### src/rtl/c5_mem_sched.sv
// Memory scheduler: arbitrates CPU, video and refresh onto one SDRAM command stream.
// Owns the refresh tick generator and the refresh debt counter.
module c5_mem_sched #(
  parameter int ADDR_W         = 23,
  parameter int REFRESH_CYCLES = 720,
  parameter int MAX_PENDING    = 8,
  parameter int URGENT_PENDING = 4
) (
  input  logic              I_clk,
  input  logic              I_rst,
  input  logic              I_cpu_select,
  input  logic [29:0]       I_cpu_address,
  input  logic [3:0]        I_cpu_byte_we,
  input  logic [31:0]       I_cpu_data_write,
  output logic [31:0]       O_cpu_data_read,
  output logic              O_cpu_pause,
  output logic              O_cpu_data_ready,
  input  logic              I_vid_req,
  input  logic [ADDR_W-1:0] I_vid_address,
  output logic              O_vid_ack,
  output logic [31:0]       O_vid_data,
  output logic              O_vid_valid,
  output logic              O_cmd_read,
  output logic              O_cmd_write,
  output logic              O_cmd_refresh,
  output logic [ADDR_W-1:0] O_address,
  output logic [31:0]       O_data_in,
  output logic [3:0]        O_byte_we,
  input  logic [31:0]       I_data_out,
  input  logic              I_data_ready,
  input  logic              I_busy,
  output logic              O_refresh_overrun
);
  localparam int TICK_W = (REFRESH_CYCLES > 1) ? $clog2(REFRESH_CYCLES) : 1;
  localparam int DEBT_W = $clog2(MAX_PENDING + 1);
  localparam logic [TICK_W-1:0] TICK_LAST   = TICK_W'(REFRESH_CYCLES - 1);
  localparam logic [DEBT_W-1:0] DEBT_MAX    = DEBT_W'(MAX_PENDING);
  localparam logic [DEBT_W-1:0] DEBT_URGENT = DEBT_W'(URGENT_PENDING);

  typedef enum logic [1:0] {IDLE, ISSUE, WAIT} state_t;
  typedef enum logic [1:0] {OWN_NONE, OWN_CPU, OWN_VID, OWN_REF} owner_t;

  state_t            state, state_next;
  owner_t            owner, grant;
  logic [TICK_W-1:0] tick_cnt;
  logic [DEBT_W-1:0] debt;
  logic              tick, ref_accept, is_read, leave_wait, first_wait, cpu_req;
  logic [ADDR_W-1:0] addr_q;
  logic [31:0]       wdata_q, cpu_rdata, vid_rdata;
  logic [3:0]        we_q;
  logic              cpu_ready, vid_valid, overrun;
  logic              unused_addr_hi;

  assign unused_addr_hi = ^(I_cpu_address >> ADDR_W);

  assign tick       = (tick_cnt == TICK_LAST);
  assign ref_accept = (state == ISSUE) && (owner == OWN_REF) && !I_busy;
  assign is_read    = (owner == OWN_VID) || ((owner == OWN_CPU) && (we_q == 4'b0000));
  // Reads finish on returned data; writes/refresh skip the first WAIT cycle before trusting busy.
  assign leave_wait = is_read ? I_data_ready : (!first_wait && !I_busy);
  assign cpu_req    = I_cpu_select && !cpu_ready;

  always_comb begin
    grant = OWN_NONE;
    if (!I_rst && state == IDLE) begin
      if (debt >= DEBT_URGENT)  grant = OWN_REF;
      else if (I_vid_req)       grant = OWN_VID;
      else if (cpu_req)         grant = OWN_CPU;
      else if (debt != '0)      grant = OWN_REF;
    end
  end

  always_comb begin
    state_next = state;
    case (state)
      IDLE:    if (grant != OWN_NONE) state_next = ISSUE;
      ISSUE:   if (!I_busy)           state_next = WAIT;
      WAIT:    if (leave_wait)        state_next = IDLE;
      default:                        state_next = IDLE;
    endcase
  end

  always_ff @(posedge I_clk or posedge I_rst) begin
    if (I_rst) begin
      tick_cnt <= '0;
      debt     <= '0;
      overrun  <= 1'b0;
    end else begin
      tick_cnt <= tick ? '0 : tick_cnt + 1'b1;
      if (tick && !ref_accept) begin
        if (debt == DEBT_MAX) overrun <= 1'b1;
        else                  debt    <= debt + 1'b1;
      end else if (!tick && ref_accept) begin
        debt <= debt - 1'b1;
      end
    end
  end

  always_ff @(posedge I_clk or posedge I_rst) begin
    if (I_rst) begin
      state      <= IDLE;
      owner      <= OWN_NONE;
      first_wait <= 1'b0;
      addr_q     <= '0;
      wdata_q    <= '0;
      we_q       <= '0;
      cpu_rdata  <= '0;
      vid_rdata  <= '0;
      cpu_ready  <= 1'b0;
      vid_valid  <= 1'b0;
    end else begin
      state      <= state_next;
      first_wait <= (state == ISSUE);
      cpu_ready  <= (state == WAIT) && leave_wait && (owner == OWN_CPU);
      vid_valid  <= (state == WAIT) && leave_wait && (owner == OWN_VID);
      if (grant != OWN_NONE) begin
        owner   <= grant;
        addr_q  <= '0;
        wdata_q <= '0;
        we_q    <= '0;
        if (grant == OWN_CPU) begin
          addr_q <= I_cpu_address[ADDR_W-1:0];
          we_q   <= I_cpu_byte_we;
          if (I_cpu_byte_we != 4'b0000) wdata_q <= I_cpu_data_write;
        end else if (grant == OWN_VID) begin
          addr_q <= I_vid_address;
        end
      end
      if ((state == WAIT) && leave_wait && is_read) begin
        if (owner == OWN_CPU) cpu_rdata <= I_data_out;
        else                  vid_rdata <= I_data_out;
      end
    end
  end

  assign O_cmd_read        = (state == ISSUE) && is_read;
  assign O_cmd_write       = (state == ISSUE) && (owner == OWN_CPU) && (we_q != 4'b0000);
  assign O_cmd_refresh     = (state == ISSUE) && (owner == OWN_REF);
  assign O_address         = addr_q;
  assign O_data_in         = wdata_q;
  assign O_byte_we         = we_q;
  assign O_cpu_data_read   = cpu_rdata;
  assign O_cpu_data_ready  = cpu_ready;
  assign O_cpu_pause       = !I_rst && cpu_req;
  assign O_vid_ack         = (grant == OWN_VID);
  assign O_vid_data        = vid_rdata;
  assign O_vid_valid       = vid_valid;
  assign O_refresh_overrun = overrun;
endmodule

### config.mk
export PLATFORM = sky130hd
export DESIGN_NAME = c5_mem_sched
export DESIGN_NICKNAME = d
export VERILOG_FILES = /design/src/rtl/c5_mem_sched.sv
export SDC_FILE = /design/constraint.sdc
export NUM_CORES = 1
export LEC_CHECK = 0
export ABC_CLOCK_PERIOD_IN_PS = 5800
export BUFFER_PORTS_ARGS = -buffer_cell sky130_fd_sc_hd__clkbuf_2
export CORE_MARGIN = 8
export CORE_UTILIZATION = 47
export DETAILED_ROUTE_END_ITERATION = 8
export GPL_ROUTABILITY_DRIVEN = 0
export PLACE_DENSITY = 0.89
export SYNTH_ARGS = -nofsm -noshare
export SYNTH_HDL_FRONTEND = slang
export SYNTH_SLANG_ARGS = --single-unit
### constraint.sdc
create_clock -name I_clk -period 5.8 [get_ports I_clk]
set_input_delay 0.58 -clock I_clk [delete_from_list [all_inputs] [get_ports I_clk]]
set_output_delay 0.58 -clock I_clk [all_outputs]
set_load 0.005 [all_outputs]
==> run summary, run 1 <==
Total clock sinks -> 145
CTS Buffer Depth -> 2
H-tree levels -> 4
Yosys cell types -> 45
Setup ws final -> 2.57 ns
Dpl cells -> 834
Final Hold Fails -> 0
Post-Route Setup TNS -> 0 ns
Place WS -> 2.80 ns
Status -> finished, final reports clean
Gr usage total -> 20.1%
Port buffer count -> 250
Chain of cells forming the critical path -> nor2_1, and3_1, clkbuf_2
Core Rows -> 41
Vias in the first global route -> 5052
Ys flop type -> dfrtp_1
Post-synth EDFFs -> 0
R2R depth -> 8
Yosys synthesis warning count -> 0
Max-slew violations -> 0
Crit path depth -> 3
Final worst-path cycle share -> 55.6%
Pwr/cell area -> 480 nW/um2
Vias per cell -> 5.28
Minimum clock period -> 3.23 ns
Routed met1 length -> 6.10 mm
Slowest cell on crit path -> nor2_1
Fillers -> 973
Commonest non-fill, non-tap cell in the layout -> clkbuf_2
Post-synthesis sequential element count -> 145
Util after Layout -> 63.4%
Clock Pin Slew Worst Setup and Hold Paths -> 0.06 ns
CTS tree -> done
I/O Pins -> 258
Final setup fails -> 0
Worst-path fanout max -> 21
Area Overhead vs Synth -> 34.0%
Hold WS -> 0.325 ns
Peak Freq -> 310 MHz
Total Wirelength -> 16.2 mm
Max VDD drop -> 0.191 mV
Slew @ Worst Pin -> 1.41 ns
Worst clock skew -> 0.0104 ns
Max cap viols -> 0
Total CTS buffers -> 17
Die Y -> 128 um
DR WL/cell -> 18.7 um
Cell Area, Synth -> 5870 um2
Largest net degree at the start of global routing -> 86
Max incr delay on CP -> 1.09 ns
First-pass GRT wire length -> 25.7 mm
Leakage power -> 4.16 nW
Clk Latency, worst-skew pair -> 0.43 ns
CTS hold repair buffers -> 0
Synthesized area per cell -> 13.5 um2
Share of post-route cells with drive strength above 1 -> 52.0%
# DRC -> 0
Relative slew slack -> 5.38%
CP bufs+invs -> 1
Worst EP required -> 5.22 ns
Iteration-0 DRC Markers -> 290
Fin cells -> 866
Worst setup path startpoint -> debt[2]
Detail Placement HPWL -> 12.0 mm
Top layer in use -> met4
Crit Reg-Reg Startpoint -> tick_cnt[4]
Post-CTS Resized -> 0
Initial Util -> 47.3%
Met3 Wirelength -> 1.24 mm
Final nets -> 812
Synth Net Count -> 566
Post-synthesis async set-or-reset flop share -> 100%
Grt total ovfl -> 0
Synthesized instance count -> 435
CP Class -> register to output pin
CORE AREA -> 12400 um2
CP Data Arrival Time -> 2.65 ns
Kind of cell adding the most delay to the critical path -> simple AND/OR/NAND/NOR gates
Startpoint Class -> register
Die width -> 128 um
# diodes -> 0
Vias after detailed routing -> 4573
Initial antenna violation count -> 0
Initial DRT Pass Iterations -> 4
Worst Setup End Kind -> output pin
Root Driver -> clkbuf_16
Unrepaired setup endpoints after global routing -> no
Met2 WL -> 8.30 mm
Most frequent cells in the layout -> clkbuf_2, dfrtp_1, mux2_2
Sequential element share of the synthesized area -> 61.8%
Hold/Removal Path Class -> input pin to asynchronous set/reset pin
Final antenna-violating net count -> 0
Full die area -> 16300 um2
Post-CTS Setup Bufs -> 0
==> cell type report <==
type	instances	area (um2)	area share, %
clock buffer	18	429	5.45
clock inverter	14	204	2.59
inverter	8	35.0	0.445
multi-input combinational	254	2070	26.3
sequential	145	3630	46.1
tap	172	215	2.73
timing repair buffer	255	1290	16.4
==> flip-flops by register name (all words and copies together) (netlist names), 2 cells and up <==
register / flops
O_vid_data: 32
debt: 4
owner: 2
O_cpu_data_read: 32
state: 2
tick_cnt: 10
O_address: 23
O_byte_we: 4
O_data_in: 32
==> synth_stat cells (4+ instances only) <==
library cell	instances	area share, %
nand3_1	7	0.60
mux2_2	66	13
a22o_1	36	5.4
dfrtp_1	145	62
nand2_1	27	1.7
clkbuf_1	10	0.64
buf_6	5	0.96
xor2_1	7	1.0
a32oi_1	19	2.8
nor3_1	4	0.34
buf_2	12	1.0
a21oi_1	6	0.51
nor2_1	13	0.83
o21ai_0	21	1.8
a222oi_1	4	0.68
inv_1	8	0.51
==> routing by layer <==
layer | global-route usage, % | vias to the layer above
met1 | 21.4 | 2215
met5 | 0 | -
met2 | 34.5 | 213
met3 | 7.03 | 41
met4 | 10.5 | 0
li1 | - | 2104
==> logic make-up after synthesis <==
group | Yosys count | synth area share (%)
flip-flops | 145 | 61.8
buffers and inverters | 36 | 3.20
adder cells (fa/ha/maj) | 4 | 0.980
AO/OA/AOI/OAI | 98 | 12.8
AND/OR/NAND/NOR | 75 | 6.82
XOR/XNOR | 8 | 1.19
multiplexers | 69 | 13.2
==> worst reg2reg max path: cells and delay by family, from the launching register on <==
family,cells,cell delay [ns]
adders and majority gates,1,0.36
and+or+nand+nor,3,1.24
AOI/OAI and AO/OA,3,0.78
DFF,1,0.46
muxes,1,0.13
==> per-stage QoR <==
| step | power [mW] | area [um2] |
|---|---|---|
| floorplan | 2.10 | 5870 |
| global placement | 2.55 | 7240 |
| CTS | 3.81 | 7870 |
| global route | 3.99 | 7870 |
| finish | 3.77 | 7870 |
| detailed placement | 2.63 | 7240 |
==> path summary, 6_finish.rpt <==
path | to | slack [ns]
worst min-delay path | owner[1] | 0.33
worst min register to register | O_address[13] | 0.49
min in group I_clk | O_data_in[14] | 0.37
max in group asynchronous | tick_cnt[2] | 4.25
worst max-delay path | O_vid_ack | 2.57
worst max register to register | debt[3] | 2.77
==> power breakdown <==
part	internal [mW]	leakage (nW)	switching, mW
sequential	1.34	1.92	0.218
combinational	0.529	1.92	0.532
clock	0.727	0.310	0.434
total	2.59	4.16	1.18
Note: power is estimated with default switching activity, not from simulation.
==> run 2, diff against run 1 <==
ABC_CLOCK_PERIOD_IN_PS = 2930   (was 5800)
CORE_UTILIZATION = 43   (was 47)
PLACE_DENSITY = 0.87   (was 0.89)
clock period = 2.93 ns   (was 5.8 ns; I/O delays follow)
==> run summary, run 2 (synthesis gave the netlist of run 1 again) <==
DR WL/cell -> 18.0 um
Worst-path fanout max -> 8
GR met3 Demand/Resource -> 7.72%
Max cap viols -> 0
CTS Buffer Depth -> 2
Final worst-path cycle share -> 85.6%
Cell internal pwr -> 5.17 mW
Relative slew slack -> 52.4%
Vias per cell -> 5.18
I/O Pins -> 258
Total Wirelength -> 15.7 mm
Hold/Removal Path Class -> input pin to register
Slew @ Worst Pin -> 0.714 ns
Root Driver -> clkbuf_16
Full die area -> 17700 um2
Post-CTS Setup Bufs -> 0
Initial Util -> 44.2%
Die Y -> 133 um
Max-slew violations -> 0
Final Hold Fails -> 0
Vias in the first global route -> 4921
CP Data Arrival Time -> 2.84 ns
Switch Pwr -> 2.29 mW
Total clock sinks -> 145
Switching fraction of total power -> 30.7%
Worst Setup End Kind -> register
Initial antenna violation count -> 0
# DRC -> 0
# diodes -> 0
Pwr/cell area -> 941 nW/um2
Share of post-route cells with drive strength above 1 -> 52.2%
Final setup fails -> 0
Grt total ovfl -> 0
Port buffer count -> 250
Status -> finished, final reports clean
CP Class -> register to register
Minimum clock period -> 2.51 ns
Iteration-0 DRC Markers -> 258
M2 GR Usage -> 30.8%
Largest net degree at the start of global routing -> 143
H-tree levels -> 4
Clk Latency, worst-skew pair -> 0.42 ns
Gr usage total -> 18.3%
Post-Route Setup TNS -> 0 ns
CORE AREA -> 13300 um2
Final antenna-violating net count -> 0
Combinational power share -> 28.4%
Startpoint Class -> register
Final nets -> 817
Most frequent cells in the layout -> clkbuf_2, dfrtp_1, mux2_2
Max VDD drop -> 0.434 mV
Die width -> 133 um
Power share of the sequential group -> 41.0%
Initial DRT Pass Iterations -> 7
Setup ws final -> 0.422 ns
First-pass GRT wire length -> 25.8 mm
Vias after detailed routing -> 4535
Unrepaired setup endpoints after global routing -> no
Core Rows -> 42
Clk pwr share -> 30.6%
Clock Pin Slew Worst Setup and Hold Paths -> 0.06 ns
Leakage power -> 4.17 nW
Worst EP required -> 3.27 ns
Detail Placement HPWL -> 11.6 mm
Area Overhead vs Synth -> 35.1%
Commonest non-fill, non-tap cell in the layout -> clkbuf_2
GR peak layer -> met2
Total CTS buffers -> 17
Worst clock skew -> 0.00995 ns
Fraction of met1 tracks used by global routing -> 20.5%
Peak Freq -> 399 MHz
Place WS -> 0.418 ns
CTS tree -> done
-- run 2: changes by cell type in the layout (fill, tap and decap cells not counted), sizes merged --
cell	change
clkinv	-1
buf	+4
clkbuf	+1
clkinvlp	+5
inv	-5
dlygate4sd3	+1
-- run 2: final cells by class --
| class | count | area, um2 |
|---|---|---|
| clock buffers | 19 | 443 |
| clock inverters | 13 | 186 |
| fillers | 1078 | 5360 |
| inverters | 8 | 33.8 |
| multi-input cells | 254 | 2070 |
| flip-flops and latches | 145 | 3630 |
| well taps | 176 | 220 |
| repair buffers | 260 | 1350 |
-- run 2: path summary, 6_finish.rpt --
check	start	end	slack [ns]	cells after the start
min reg2reg	O_address[4]	O_address[4]	0.48	2
max	tick_cnt[4]	debt[3]	0.42	8
min	I_cpu_data_write[8]	O_data_in[8]	0.09	2
max in group asynchronous	I_rst	debt[3]	1.67	4
max reg2reg	tick_cnt[4]	debt[3]	0.42	8
min in group asynchronous	I_rst	O_cpu_data_ready	0.37	3
-- run 2: worst max-delay path, cell delays in order, from the launching register on --
cell and delay [ns]:
dfrtp_1 0.46, nor4b_2 0.34, nor3b_2 0.28, nand2_1 0.15, ha_1 0.32, a21o_1 0.19
a2111oi_0 0.41, mux2i_1 0.14, o22ai_1 0.14
-- run 2: what timing repair did --
action / in CTS / in global routing
resized for setup: 0 / 0
hold buffers: 1 / 0
endpoints found under the hold margin: 3 / 0
endpoints found under the setup margin: 0 / 0
-- run 2: power groups by stage --
| stage | registers [mW] | clock network, mW | logic, mW |
|---|---|---|---|
| after floorplan | 3.07 | 0 | 1.08 |
| after global placement | 3.05 | 0 | 2.09 |
| after detailed placement | 3.07 | 0 | 2.17 |
| after CTS | 3.06 | 2.32 | 2.16 |
| after global routing | 3.15 | 2.43 | 2.35 |
| final | 3.06 | 2.28 | 2.12 |
-- run 2: metal layers --
layer	wire length, um	up-vias	part of all wire [%]
met3	1260	19	8.0
met5	0	-	0
met1	6190	2224	39
li1	-	2104	-
met2	8060	188	51
met4	216	0	1.4
-- run 2: metrics by stage --
stage | total power [mW] | hold WS [ns] | area, um2 | cells | util [%]
after detailed placement | 5.24 | 0.231 | 7290 | 842 | 54.9
after global placement | 5.14 | 0.230 | 7290 | 842 | 54.9
final | 7.46 | 0.0852 | 7930 | 875 | 59.7
after CTS | 7.54 | 0.0629 | 7930 | 875 | 59.7
after global routing | 7.93 | 0.0598 | 7930 | 875 | 59.7
after floorplan | 4.15 | 0.418 | 5880 | 435 | -
==> run 3, diff against run 2 <==
CORE_UTILIZATION = 44   (was 43)
CTS_BUF_LIST = sky130_fd_sc_hd__clkbuf_4   (was default)
PLACE_DENSITY = 0.88   (was 0.87)
==> run summary, run 3 (synthesis gave the netlist of run 1 again) <==
Slowest cell on crit path -> dlygate4sd3_1
Leakage power -> 4.36 nW
Clk Latency, worst-skew pair -> 0.52 ns
Gr usage total -> 20.1%
Commonest non-fill, non-tap cell in the layout -> clkbuf_2
Total CTS buffers -> 17
Vias per cell -> 5.10
I/O Pins -> 258
Largest net degree at the start of global routing -> 51
CTS Buffer Depth -> 2
H-tree levels -> 4
CP Class -> register to register
Final antenna-violating net count -> 0
First-pass GRT wire length -> 27.9 mm
Max VDD drop -> 0.417 mV
Slew @ Worst Pin -> 0.832 ns
Hold WS -> 0.0606 ns
Die Y -> 132 um
Grt total ovfl -> 0
Post-CTS Setup Bufs -> 0
Die width -> 132 um
Worst EP required -> 3.36 ns
Initial antenna violation count -> 1
Initial Util -> 44.7%
Final nets -> 906
Vias in the first global route -> 5307
Status -> finished, final reports clean
Port buffer count -> 250
Minimum clock period -> 2.64 ns
Worst-path fanout max -> 48
Hold/Removal Path Class -> input pin to register
Relative slew slack -> 44.6%
Initial DRT Pass Iterations -> 5
CORE AREA -> 13100 um2
Worst clock skew -> 0.0121 ns
Area Overhead vs Synth -> 43.2%
Final worst-path cycle share -> 90.2%
Peak Freq -> 378 MHz
DR WL/cell -> 17.7 um
Pwr/cell area -> 759 nW/um2
Max incr delay on CP -> 0.62 ns
Max cap viols -> 0
Total clock sinks -> 145
Iteration-0 DRC Markers -> 258
Critical hold path startpoint -> I_cpu_address[5]
Worst setup path startpoint -> state[0]
Post-Route Setup TNS -> 0 ns
# DRC -> 0
Share of post-route cells with drive strength above 1 -> 46.2%
Startpoint Class -> register
Max-slew violations -> 0
CTS tree -> done
Root Driver -> clkbuf_4
Full die area -> 17300 um2
Vias after detailed routing -> 4923
Unrepaired setup endpoints after global routing -> no
CP Data Arrival Time -> 3.08 ns
Total Wirelength -> 17.1 mm
Crit Reg-Reg Startpoint -> state[0]
Chain of cells forming the critical path -> or3_1, a31o_2, a222oi_1, dlygate4sd3_1, inv_1
Final Hold Fails -> 0
Detail Placement HPWL -> 11.5 mm
Clock Pin Slew Worst Setup and Hold Paths -> 0.12 ns
Worst Setup End Kind -> register
Final setup fails -> 0
Core Rows -> 42
Most frequent cells in the layout -> clkbuf_2, dfrtp_1, dlygate4sd3_1
[run 3: changes by cell type in the layout (fill, tap and decap cells not counted)]
cell,before,now
buf_4,7,10
clkbuf_1,1,0
clkbuf_16,17,0
bufinv_16,4,0
diode_2,0,1
dlygate4sd3_1,1,88
clkinv_1,0,4
buf_12,2,1
clkbuf_4,0,18
clkbuf_8,1,0
clkinvlp_4,5,4
inv_6,0,3
clkinv_4,3,2
[run 3: path summary, 6_finish.rpt]
check                                      endpoint  slack [ns]  cells past startpoint
min in group asynchronous              O_address[7]        0.21                      3
max in group asynchronous       O_cpu_data_read[15]        1.94                      4
worst min register to register    O_refresh_overrun        0.50                      1
worst max register to register        O_address[15]        0.29                      5
worst min-delay path                   O_address[5]        0.06                      3
worst max-delay path                  O_address[15]        0.29                      5
[run 3: routing by layer]
layer  global-route usage [%]  wire length [um]  vias up
met3                     7.89              1440       32
li1                         -                 -     2285
met4                     8.30               370        0
met1                     22.5              6680     2367
met5                        0                 0        -
met2                     33.6              8610      239
[run 3: what timing repair did]
item                                   CTS  global route
hold buffers                            88             0
endpoints found under the hold margin  236             0
resized for setup                        0             0
[run 3: power by group]
group,switching (mW),internal (mW),leakage [nW],total [mW]
Sequential,0.434,2.63,1.92,3.07
Clock,0.715,0.339,0.119,1.05
Combinational,1.07,1.19,2.32,2.26
[run 3: area by class of cell]
type / count / area, um2
fillers: 958 / 4730
flip-flops and latches: 145 / 3630
repair buffers: 349 / 2230
multi-input cells: 254 / 2070
well taps: 176 / 220
clock buffers: 18 / 135
clock inverters: 14 / 91.3
inverters: 8 / 33.8
diodes: 1 / 2.50
[run 3: critical path, delay by kind of cell (launching register included)]
kind | cells | cell delay [ns]
DFF | 1 | 0.46
and+or+nand+nor | 1 | 0.41
AOI/OAI and AO/OA | 2 | 1.01
buffers and inverters | 2 | 0.66
[run 3: metrics by stage]
stage                     setup WS [ns]  area [um2]  util, %  total power, mW  instances
after floorplan                   0.454        5880        -             4.15        435
after global placement            0.558        7300     55.5             5.12        844
after detailed placement          0.446        7300     55.5             5.22        844
after CTS                         0.429        8400     64.0             6.40        964
after global routing              0.120        8410     64.0             6.82        965
final                             0.287        8410     64.0             6.38        965
